--- config.mk ---
export PLATFORM = sky130hd
export DESIGN_NAME = ui_mode_controller
export DESIGN_NICKNAME = d
export VERILOG_FILES = /design/src/rtl/ui_pkg.sv /design/src/rtl/button_debouncer.sv /design/src/rtl/ui_mode_controller.sv
export SDC_FILE = /design/constraint.sdc
export NUM_CORES = 1
export LEC_CHECK = 0
export ABC_AREA = 1
export BUFFER_PORTS_ARGS = -buffer_cell sky130_fd_sc_hd__buf_2
export CAP_MARGIN = 30
export CORE_MARGIN = 2
export CORE_UTILIZATION = 45
export DETAILED_ROUTE_END_ITERATION = 10
export PLACE_DENSITY_LB_ADDON = 0.15
export SLEW_MARGIN = 10
export SYNTH_ARGS = -nofsm -noshare
export SYNTH_HDL_FRONTEND = slang
export SYNTH_SLANG_ARGS = --single-unit
--- constraint.sdc ---
create_clock -name clk_in -period 2.2 [get_ports clk_in]
set_input_delay 0.22 -clock clk_in [delete_from_list [all_inputs] [get_ports clk_in]]
set_output_delay 0.22 -clock clk_in [all_outputs]
set_load 0.02 [all_outputs]
--- src/rtl/ui_pkg.sv ---
// Shared UI encodings for the menu/mode control path: renderer state codes,
// menu size, button bit positions and the cursor wrap helper.
package ui_pkg;

  typedef enum logic [3:0] {
    UI_IDLE     = 4'd0,
    UI_MANUAL   = 4'd1,
    UI_SOLVER   = 4'd2,
    UI_GENERATE = 4'd3
  } ui_state_t;

  localparam int NUM_MENU_ITEMS = 3;

  localparam int BTN_UP     = 0;
  localparam int BTN_DOWN   = 1;
  localparam int BTN_SELECT = 2;
  localparam int BTN_BACK   = 3;
  localparam int NUM_BTNS   = 4;

  // Moves the cursor one entry up or down, wrapping at both ends of the menu.
  function automatic logic [1:0] cursor_step(input logic [1:0] cur, input logic dir_up);
    logic [1:0] last;
    last = 2'(NUM_MENU_ITEMS - 1);
    if (dir_up)
      return (cur == 2'd0) ? last : cur - 2'd1;
    return (cur == last) ? 2'd0 : cur + 2'd1;
  endfunction

endpackage

--- src/rtl/button_debouncer.sv ---
// One raw button: 2-FF synchroniser, stability counter, and a one-cycle
// pulse on each accepted rising edge of the debounced level.
module button_debouncer #(
  parameter int DEBOUNCE_CYCLES = 650000
) (
  input  logic clk,
  input  logic rst_n,
  input  logic raw,
  output logic press
);

  localparam int CW = (DEBOUNCE_CYCLES > 1) ? $clog2(DEBOUNCE_CYCLES) : 1;
  localparam logic [CW-1:0] CNT_LAST = CW'(DEBOUNCE_CYCLES - 1);

  logic [1:0]    sync_reg;
  logic          level_reg;
  logic [CW-1:0] cnt_reg;
  logic          press_reg;

  // The counter only advances while the synchronised sample disagrees with
  // the accepted level, so any bounce back restarts the stability window.
  always_ff @(posedge clk or negedge rst_n) begin
    if (!rst_n) begin
      sync_reg  <= 2'b00;
      level_reg <= 1'b0;
      cnt_reg   <= '0;
      press_reg <= 1'b0;
    end else begin
      sync_reg  <= {sync_reg[0], raw};
      press_reg <= 1'b0;
      if (sync_reg[1] == level_reg) begin
        cnt_reg <= '0;
      end else if (cnt_reg == CNT_LAST) begin
        level_reg <= sync_reg[1];
        cnt_reg   <= '0;
        press_reg <= sync_reg[1];
      end else begin
        cnt_reg <= cnt_reg + CW'(1);
      end
    end
  end

  assign press = press_reg;

endmodule

--- src/rtl/ui_mode_controller.sv ---
// Menu/mode controller: debounced buttons drive a pending UI state that is
// committed to the renderer only on frame_start_in. Optional UI_IDLE_TIMEOUT_EN.
module ui_mode_controller
  import ui_pkg::*;
#(
`ifdef UI_IDLE_TIMEOUT_EN
  parameter logic [31:0] TIMEOUT_CYCLES = 32'd3900000000,
`endif
  parameter int DEBOUNCE_CYCLES = 650000
) (
  input  logic       clk_in,
  input  logic       reset_n_in,
  input  logic       btn_up_in,
  input  logic       btn_down_in,
  input  logic       btn_select_in,
  input  logic       btn_back_in,
  input  logic       frame_start_in,
  input  logic       mode_done_in,
  output logic [3:0] state_out,
  output logic [1:0] cursor_out,
  output logic       mode_start_out
);

  logic [NUM_BTNS-1:0] btn_raw;
  logic [NUM_BTNS-1:0] btn_press;

  assign btn_raw = {btn_back_in, btn_select_in, btn_down_in, btn_up_in};

  genvar gi;
  generate
    for (gi = 0; gi < NUM_BTNS; gi++) begin : g_btn
      button_debouncer #(
        .DEBOUNCE_CYCLES(DEBOUNCE_CYCLES)
      ) u_debouncer (
        .clk  (clk_in),
        .rst_n(reset_n_in),
        .raw  (btn_raw[gi]),
        .press(btn_press[gi])
      );
    end
  endgenerate

  ui_state_t pend_state_reg, pend_state_next;
  logic [1:0] pend_cursor_reg, pend_cursor_next;
  ui_state_t state_out_reg;
  logic [1:0] cursor_out_reg;
  logic       mode_start_reg;
  logic       timeout_hit;

`ifdef UI_IDLE_TIMEOUT_EN
  logic [31:0] idle_cnt_reg;

  assign timeout_hit = (idle_cnt_reg == TIMEOUT_CYCLES);

  always_ff @(posedge clk_in or negedge reset_n_in) begin
    if (!reset_n_in)
      idle_cnt_reg <= 32'd0;
    else if ((|btn_press) || (pend_state_reg == UI_IDLE))
      idle_cnt_reg <= 32'd0;
    else if (!timeout_hit)
      idle_cnt_reg <= idle_cnt_reg + 32'd1;
  end
`else
  assign timeout_hit = 1'b0;
`endif

  always_ff @(posedge clk_in or negedge reset_n_in) begin
    if (!reset_n_in) begin
      pend_state_reg  <= UI_IDLE;
      pend_cursor_reg <= 2'd0;
    end else begin
      pend_state_reg  <= pend_state_next;
      pend_cursor_reg <= pend_cursor_next;
    end
  end

  // Only events meaningful in the current state compete; the if/else order
  // is the arbitration order when several arrive together.
  always_comb begin
    pend_state_next  = pend_state_reg;
    pend_cursor_next = pend_cursor_reg;
    if (pend_state_reg == UI_IDLE) begin
      if (btn_press[BTN_SELECT])
        pend_state_next = ui_state_t'({2'b00, pend_cursor_reg} + 4'd1);
      else if (btn_press[BTN_UP])
        pend_cursor_next = cursor_step(pend_cursor_reg, 1'b1);
      else if (btn_press[BTN_DOWN])
        pend_cursor_next = cursor_step(pend_cursor_reg, 1'b0);
    end else begin
      if (mode_done_in || btn_press[BTN_BACK] || timeout_hit)
        pend_state_next = UI_IDLE;
    end
  end

  // Visible outputs move only on the frame boundary so the renderer never
  // switches image mid-frame; mode_start marks a committed IDLE exit.
  always_ff @(posedge clk_in or negedge reset_n_in) begin
    if (!reset_n_in) begin
      state_out_reg  <= UI_IDLE;
      cursor_out_reg <= 2'd0;
      mode_start_reg <= 1'b0;
    end else if (frame_start_in) begin
      state_out_reg  <= pend_state_reg;
      cursor_out_reg <= pend_cursor_reg;
      mode_start_reg <= (state_out_reg == UI_IDLE) && (pend_state_reg != UI_IDLE);
    end else begin
      mode_start_reg <= 1'b0;
    end
  end

  assign state_out      = state_out_reg;
  assign cursor_out     = cursor_out_reg;
  assign mode_start_out = mode_start_reg;

endmodule

==> impl_metrics.csv, run 1 <==
group,metric,value,unit
synth,synthTopCellsByArea,"dfrtp_1 (45%), nor2_1 (12%), nand2_1 (10%)",
synth,synth_top_area_cell,"dfrtp_1",
timing,maxSlewViolCount,0,
synth,synth_cell_types,31,
placement,dpl.hpwl,9530,um
timing,worst_slack,611,ps
min_path,hp-start,"mode_done_in",
cts,cts_root_buffer,"clkbuf_16",
cts,cts.repair.resized,0,
timing,fin_setup_tns,0,ps
cts,post_cts_buffers,0,
layout,syn_to_final_growth,11.0,%
cts,clock_path_buffers,2,
layout,fin_nets,833,
timing,finClkSkew,5.86,ps
global_route,grt-ovfl-total,0,
cts,clk_pin_slew,70,ps
synth,ys_warn_count,0,
cts,holdBufCountCts,5,
timing,rsz0062_at_grt,"no",
outcome,status,"completed",
route,detail-route-antenna-nets,0,
die,die_w,119,um
global_route,grt_max_degree,69,
min_path,hold_class,"input pin to flip-flop",
route,routedWlPerCell,12.9,um
route,wirelength,12900,um
synth,yosys-top-cells-count,"nor2_1 (190), nand2_1 (164), dfrtp_1 (107), inv_1 (80), nand3_1 (62)",
global_route,grt_use_total,19.6,%
synth,avgSynthCellArea,7.58,um^2
synth,synthesis.instances,788,
global_route,grt_pass1_wl,22500,um
worst_setup_path,rr_worst_depth,6,
worst_setup_path,crit_path_end_kind,"flip-flop",
worst_setup_path,r2r_start,"g_btn[0].u_debouncer.cnt_reg[0]",
layout,antenna_cells,0,
die,pin_count,15,
worst_setup_path,path_max_fanout,7,
die,die_y,119,um
synth,yosysTopAreaCellShare,44.8,%
min_path,hold_depth,4,
die,initial_core_util,45.7,%
cts,worstSkewPairLatency,350,ps
die,num_rows,42,
pwr,p_leak,2.97,nW
route,dr.first_iter.drc_count,315,
pwr,power.density,584,nW/um^2
placement,numPortBuffers,13,
worst_setup_path,timing.rr.end,"g_btn[0].u_debouncer.cnt_reg[9]",
synth,ys.flop_type,"dfrtp_1",
worst_setup_path,cp_num_buf_inv,0,
global_route,grt_pass1_vias,5027,
cts,cts_sinks,107,
cts,cts_tree,"done",
pwr,totalPowerFinal,3.87,mW
synth,synth_edf_count,0,
route,via_per_inst,5.03,
route,first_pass_iters,5,
worst_setup_path,path_cells,"ha_1, nand3_1, nor2_1, nand3_1, nand2_2, nor2_1",
worst_setup_path,crit_required,2440,ps
worst_setup_path,arrival,1820,ps
layout,stdcell_count,996,
synth,syn_area,5970,um^2
timing,fmax,629,MHz
pwr,ir_drop,0.478,mV
worst_setup_path,crit_path_start_kind,"flip-flop",
synth,synth_seq_area_share,44.8,%
worst_setup_path,crit_type,"flip-flop to flip-flop",
placement,place.gp.congestion,0.938,
worst_setup_path,critPathTopFamily,"simple AND/OR/NAND/NOR gates",
worst_setup_path,startpoint,"g_btn[0].u_debouncer.cnt_reg[0]",
die,core,13100,um^2
timing,fin_crit,1590,ps
die,die-area,14200,um^2
timing,setup_viol,0,
timing,finalCritPeriodShare,72.2,%
synth,async_flop_share,100,%
run,maxCapViolCount,0,
layout,largest_reg_flops,80,
placement,dp_slack,650,ps
cts,cts-htree-levels,3,
cts,cts_buffers,9,
synth,syn_nets,804,
min_path,holdPathEnd,"pend_state_reg[2]",
route,drc,0,
worst_setup_path,slowest_stage,"dfrtp_1",
global_route,antenna_found_initial,0,
synth,yosysMostFrequentCell,"nor2_1",
synth,ys_ff_latch,107,
timing,final_hold_viol_count,0,
worst_setup_path,r2r_slack,610,ps
route,dr_total_vias,5011,
placement,place_inst,977,
worst_setup_path,cp_slowest_stage_delay,440,ps
layout,drive_gt1_share,13.0,%
-- through the flow --
stage	instance area, um^2	hold slack, ps	util, %
after global placement	6280	94.6	48.0
final	6630	152	50.7
after CTS	6630	143	50.7
after detailed placement	6280	91.6	48.0
after floorplan	5970	-75.6	-
after global routing	6630	164	50.7
-- power breakdown --
part	total [mW]	switching [mW]	internal, mW
combinational	0.155	0.109	0.0467
clock	1.69	0.709	0.983
sequential	2.03	0.0304	2.00
-- worst reg2reg max path: stages, from the launching register on --
cell and delay (ps):
dfrtp_1 440, ha_1 240, nand3_1 180, nor2_1 220
nand3_1 140, nand2_2 180, nor2_1 70
-- routing by layer --
metal	part of all wire, %	up-vias	global-route usage (%)	wire (um)
met3	4.1	24	4.02	529
met1	45	2353	24.1	5750
met5	0	-	0	0
li1	-	2511	-	-
met4	2.2	0	8.56	283
met2	49	123	33.3	6300
-- worst max path at each step --
stage	end	slack, ps	cells after the start
floorplan	g_btn[0].u_debouncer.cnt_reg[9]	890	6
global placement	g_btn[0].u_debouncer.cnt_reg[9]	730	6
detailed placement	g_btn[0].u_debouncer.cnt_reg[18]	650	6
CTS	g_btn[0].u_debouncer.cnt_reg[9]	630	6
global route	g_btn[0].u_debouncer.cnt_reg[9]	490	6
finish	g_btn[0].u_debouncer.cnt_reg[9]	610	6
-- final cells by class --
type | instances | area, um^2
fillers | 1269 | 6450
multi-input cells | 586 | 2940
flip-flops and latches | 107 | 2680
inverters | 93 | 349
clock buffers | 9 | 225
well taps | 176 | 220
repair buffers | 20 | 145
clock inverters | 5 | 80.1
-- logic make-up after synthesis --
family          Yosys count  share of synthesized area (%)
compound gates           34                           3.23
xor+xnor                 36                           5.78
fa+ha+maj                 8                           1.68
buf+inv                  95                           6.03
flops                   107                           44.8
mux                       1                          0.188
other cells               1                         0.0628
simple gates            506                           38.2
-- placed cells by master, fill, tap and decap left out, types with 4 or more instances in the layout --
cell and instances:
nand2_1 164, inv_1 80, ha_1 8, nand2_2 20, buf_2 12, nor2_1 190, nand4_1 15, dfrtp_1 107
nor2_2 18, clkbuf_16 9, o21ai_1 7, a21oi_1 10, inv_2 13, nand3_2 5, xor2_1 25, nor2_4 8
xor2_2 4, nor3_1 13, dlygate4sd3_1 5, xnor2_1 7, nand3_1 62, o21ai_0 14
No activity file was read; power rests on OpenSTA's default activity.
==> run 2, diff against run 1 <==
==> constraint.sdc (replaced) <==
create_clock -name clk_in -period 1.6 [get_ports clk_in]
set_input_delay 0.16 -clock clk_in [delete_from_list [all_inputs] [get_ports clk_in]]
set_output_delay 0.16 -clock clk_in [all_outputs]
set_load 0.02 [all_outputs]
==> run 2 against run 1 <==
Effect of this change: critical path depth unchanged; sequential cell count unchanged; critical path type unchanged; total power increased by 37%; register-to-register slack got worse by 480 ps; utilization increased by 0.33 points; sequential power increased by 37%; routed wire length decreased by 0.52%; clock power increased by 36%; worst hold slack got worse by 41 ps.
==> impl_metrics.csv, run 2 (synthesis gave the netlist of run 1 again) <==
group,metric,value,unit
timing,maxSlewViolCount,0,
layout,fin_nets,835,
cts,clock_path_buffers,2,
worst_setup_path,crit_path_start_kind,"flip-flop",
route,dr.first_iter.drc_count,340,
placement,place_area,6290,um^2
route,wirelength,12800,um
layout,layout_common_cells,"nor2_1 (189), nand2_1 (164), dfrtp_1 (105)",
pwr,p_leak,2.99,nW
route,routedWlPerCell,12.8,um
worst_setup_path,r2r_slack,130,ps
worst_setup_path,crit_required,1840,ps
layout,regArea,2680,um^2
timing,finalCritPeriodShare,91.7,%
placement,place_inst,979,
timing,final_hold_viol_count,0,
global_route,grt_max_degree,108,
timing,finClkSkew,11.7,ps
timing,fin_setup_tns,0,ps
layout,post-route-util,51.0,%
worst_setup_path,arrival,1700,ps
global_route,grt_pass1_vias,4796,
global_route,grt_use_total,19.3,%
die,die-area,14200,um^2
worst_setup_path,rr_worst_depth,6,
layout,stdcell_count,1000,
timing,setup_viol,0,
cts,clk_pin_slew,70,ps
layout,final_area,6680,um^2
placement,dp_slack,77.0,ps
cts,cts_tree,"done",
min_path,hold_class,"input pin to flip-flop",
layout,fillCellCount,1241,
worst_setup_path,r2r_start,"g_btn[0].u_debouncer.cnt_reg[0]",
layout,largest_reg_flops,80,
route,first_pass_iters,5,
run,maxCapViolCount,0,
layout,multi_input_area,2950,um^2
layout,antenna_cells,0,
cts,cts_sinks,107,
worst_setup_path,critPathCapture,"g_btn[0].u_debouncer.cnt_reg[9]",
pwr,ir_drop,0.486,mV
route,via_per_inst,4.97,
placement,place.gp.congestion,0.958,
worst_setup_path,crit_path_end_kind,"flip-flop",
timing,tightest_slew,568,ps
cts,worstSkewPairLatency,350,ps
pwr,totalPowerFinal,5.30,mW
worst_setup_path,crit_type,"flip-flop to flip-flop",
timing,fin_crit,1470,ps
layout,final_common_cell,"nor2_1",
die,die_y,119,um
cts,cts-htree-levels,3,
global_route,grt-ovfl-total,0,
layout,drive_gt1_share,14.0,%
timing,fmax,682,MHz
pwr,power.density,794,nW/um^2
die,die_w,119,um
layout,syn_to_final_growth,11.8,%
outcome,status,"completed",
worst_setup_path,startpoint,"g_btn[0].u_debouncer.cnt_reg[0]",
route,drc,0,
timing,worst_slack,134,ps
timing,holdWs,110,ps
route,detail-route-antenna-nets,0,
route,dr_total_vias,4969,
cts,cts_root_buffer,"clkbuf_16",
placement,dpl.hpwl,9470,um
worst_setup_path,path_max_fanout,7,
die,num_rows,42,
timing,slew_headroom,62.1,%
die,core,13100,um^2
global_route,grt_pass1_wl,22000,um
global_route,antenna_found_initial,0,
worst_setup_path,timing.rr.end,"g_btn[0].u_debouncer.cnt_reg[9]",
placement,numPortBuffers,13,
cts,cts_buffers,9,
die,initial_core_util,45.7,%
die,pin_count,15,
[run 2: cell count changes in the layout (fill, tap and decap cells not counted)]
cell / change
nor3_2: +1
clkinvlp_4: -1
dfrtp_1: -2
nor2_2: +1
clkbuf_8: +3
dfrtp_2: +2
nand2_2: -2
nor2_1: -1
nor3_1: -1
bufinv_16: -1
nand2_4: +2
buf_4: +2
clkinv_2: +1
[run 2: per-layer routing]
metal | GRT usage [%] | vias up | wire (um)
met2 | 32.5 | 104 | 6230
met4 | 9.38 | 0 | 359
met3 | 2.87 | 24 | 451
met5 | 0 | - | 0
li1 | - | 2518 | -
met1 | 24.2 | 2323 | 5760
[run 2: power by group]
part	internal [mW]	leakage (nW)	switching [mW]	total, mW
clock network	1.34	0.155	0.966	2.30
logic	0.0635	1.37	0.147	0.211
registers	2.75	1.46	0.0414	2.79
[run 2: critical path, cell delays in order (launching register included)]
cell     delay [ps]
dfrtp_2         410
ha_1            200
nand3_1         180
nor2_2          190
nand3_1         120
nand2_2         180
nor2_1           70
[run 2: worst min-delay path by stage]
stage | start | end | slack, ps | cells past startpoint
floorplan | reset_n_in | cursor_out[0] | -140 | 0
global placement | btn_select_in | g_btn[2].u_debouncer.sync_reg[0] | 270 | 1
detailed placement | btn_up_in | g_btn[0].u_debouncer.sync_reg[0] | 270 | 1
CTS | mode_done_in | pend_state_reg[2] | 110 | 4
global route | mode_done_in | pend_state_reg[2] | 130 | 4
finish | mode_done_in | pend_state_reg[2] | 110 | 4
[run 2: repair_timing]
item                                    in CTS  in global routing
hold buffers                                 5                  0
resized for setup                            0                  6
buffers inserted                             0                  0
endpoints found under the setup margin       0                 20
hold endpoints to repair                   111                  0
[run 2: final cells by class]
class                           count  area share [%]
Clock inverter                      4           0.712
Clock buffer                       12            3.99
Sequential cell                   107            40.1
Tap cell                          176            3.30
Inverter                           93            5.23
Timing Repair Buffer               22            2.40
Multi-Input combinational cell    586            44.2
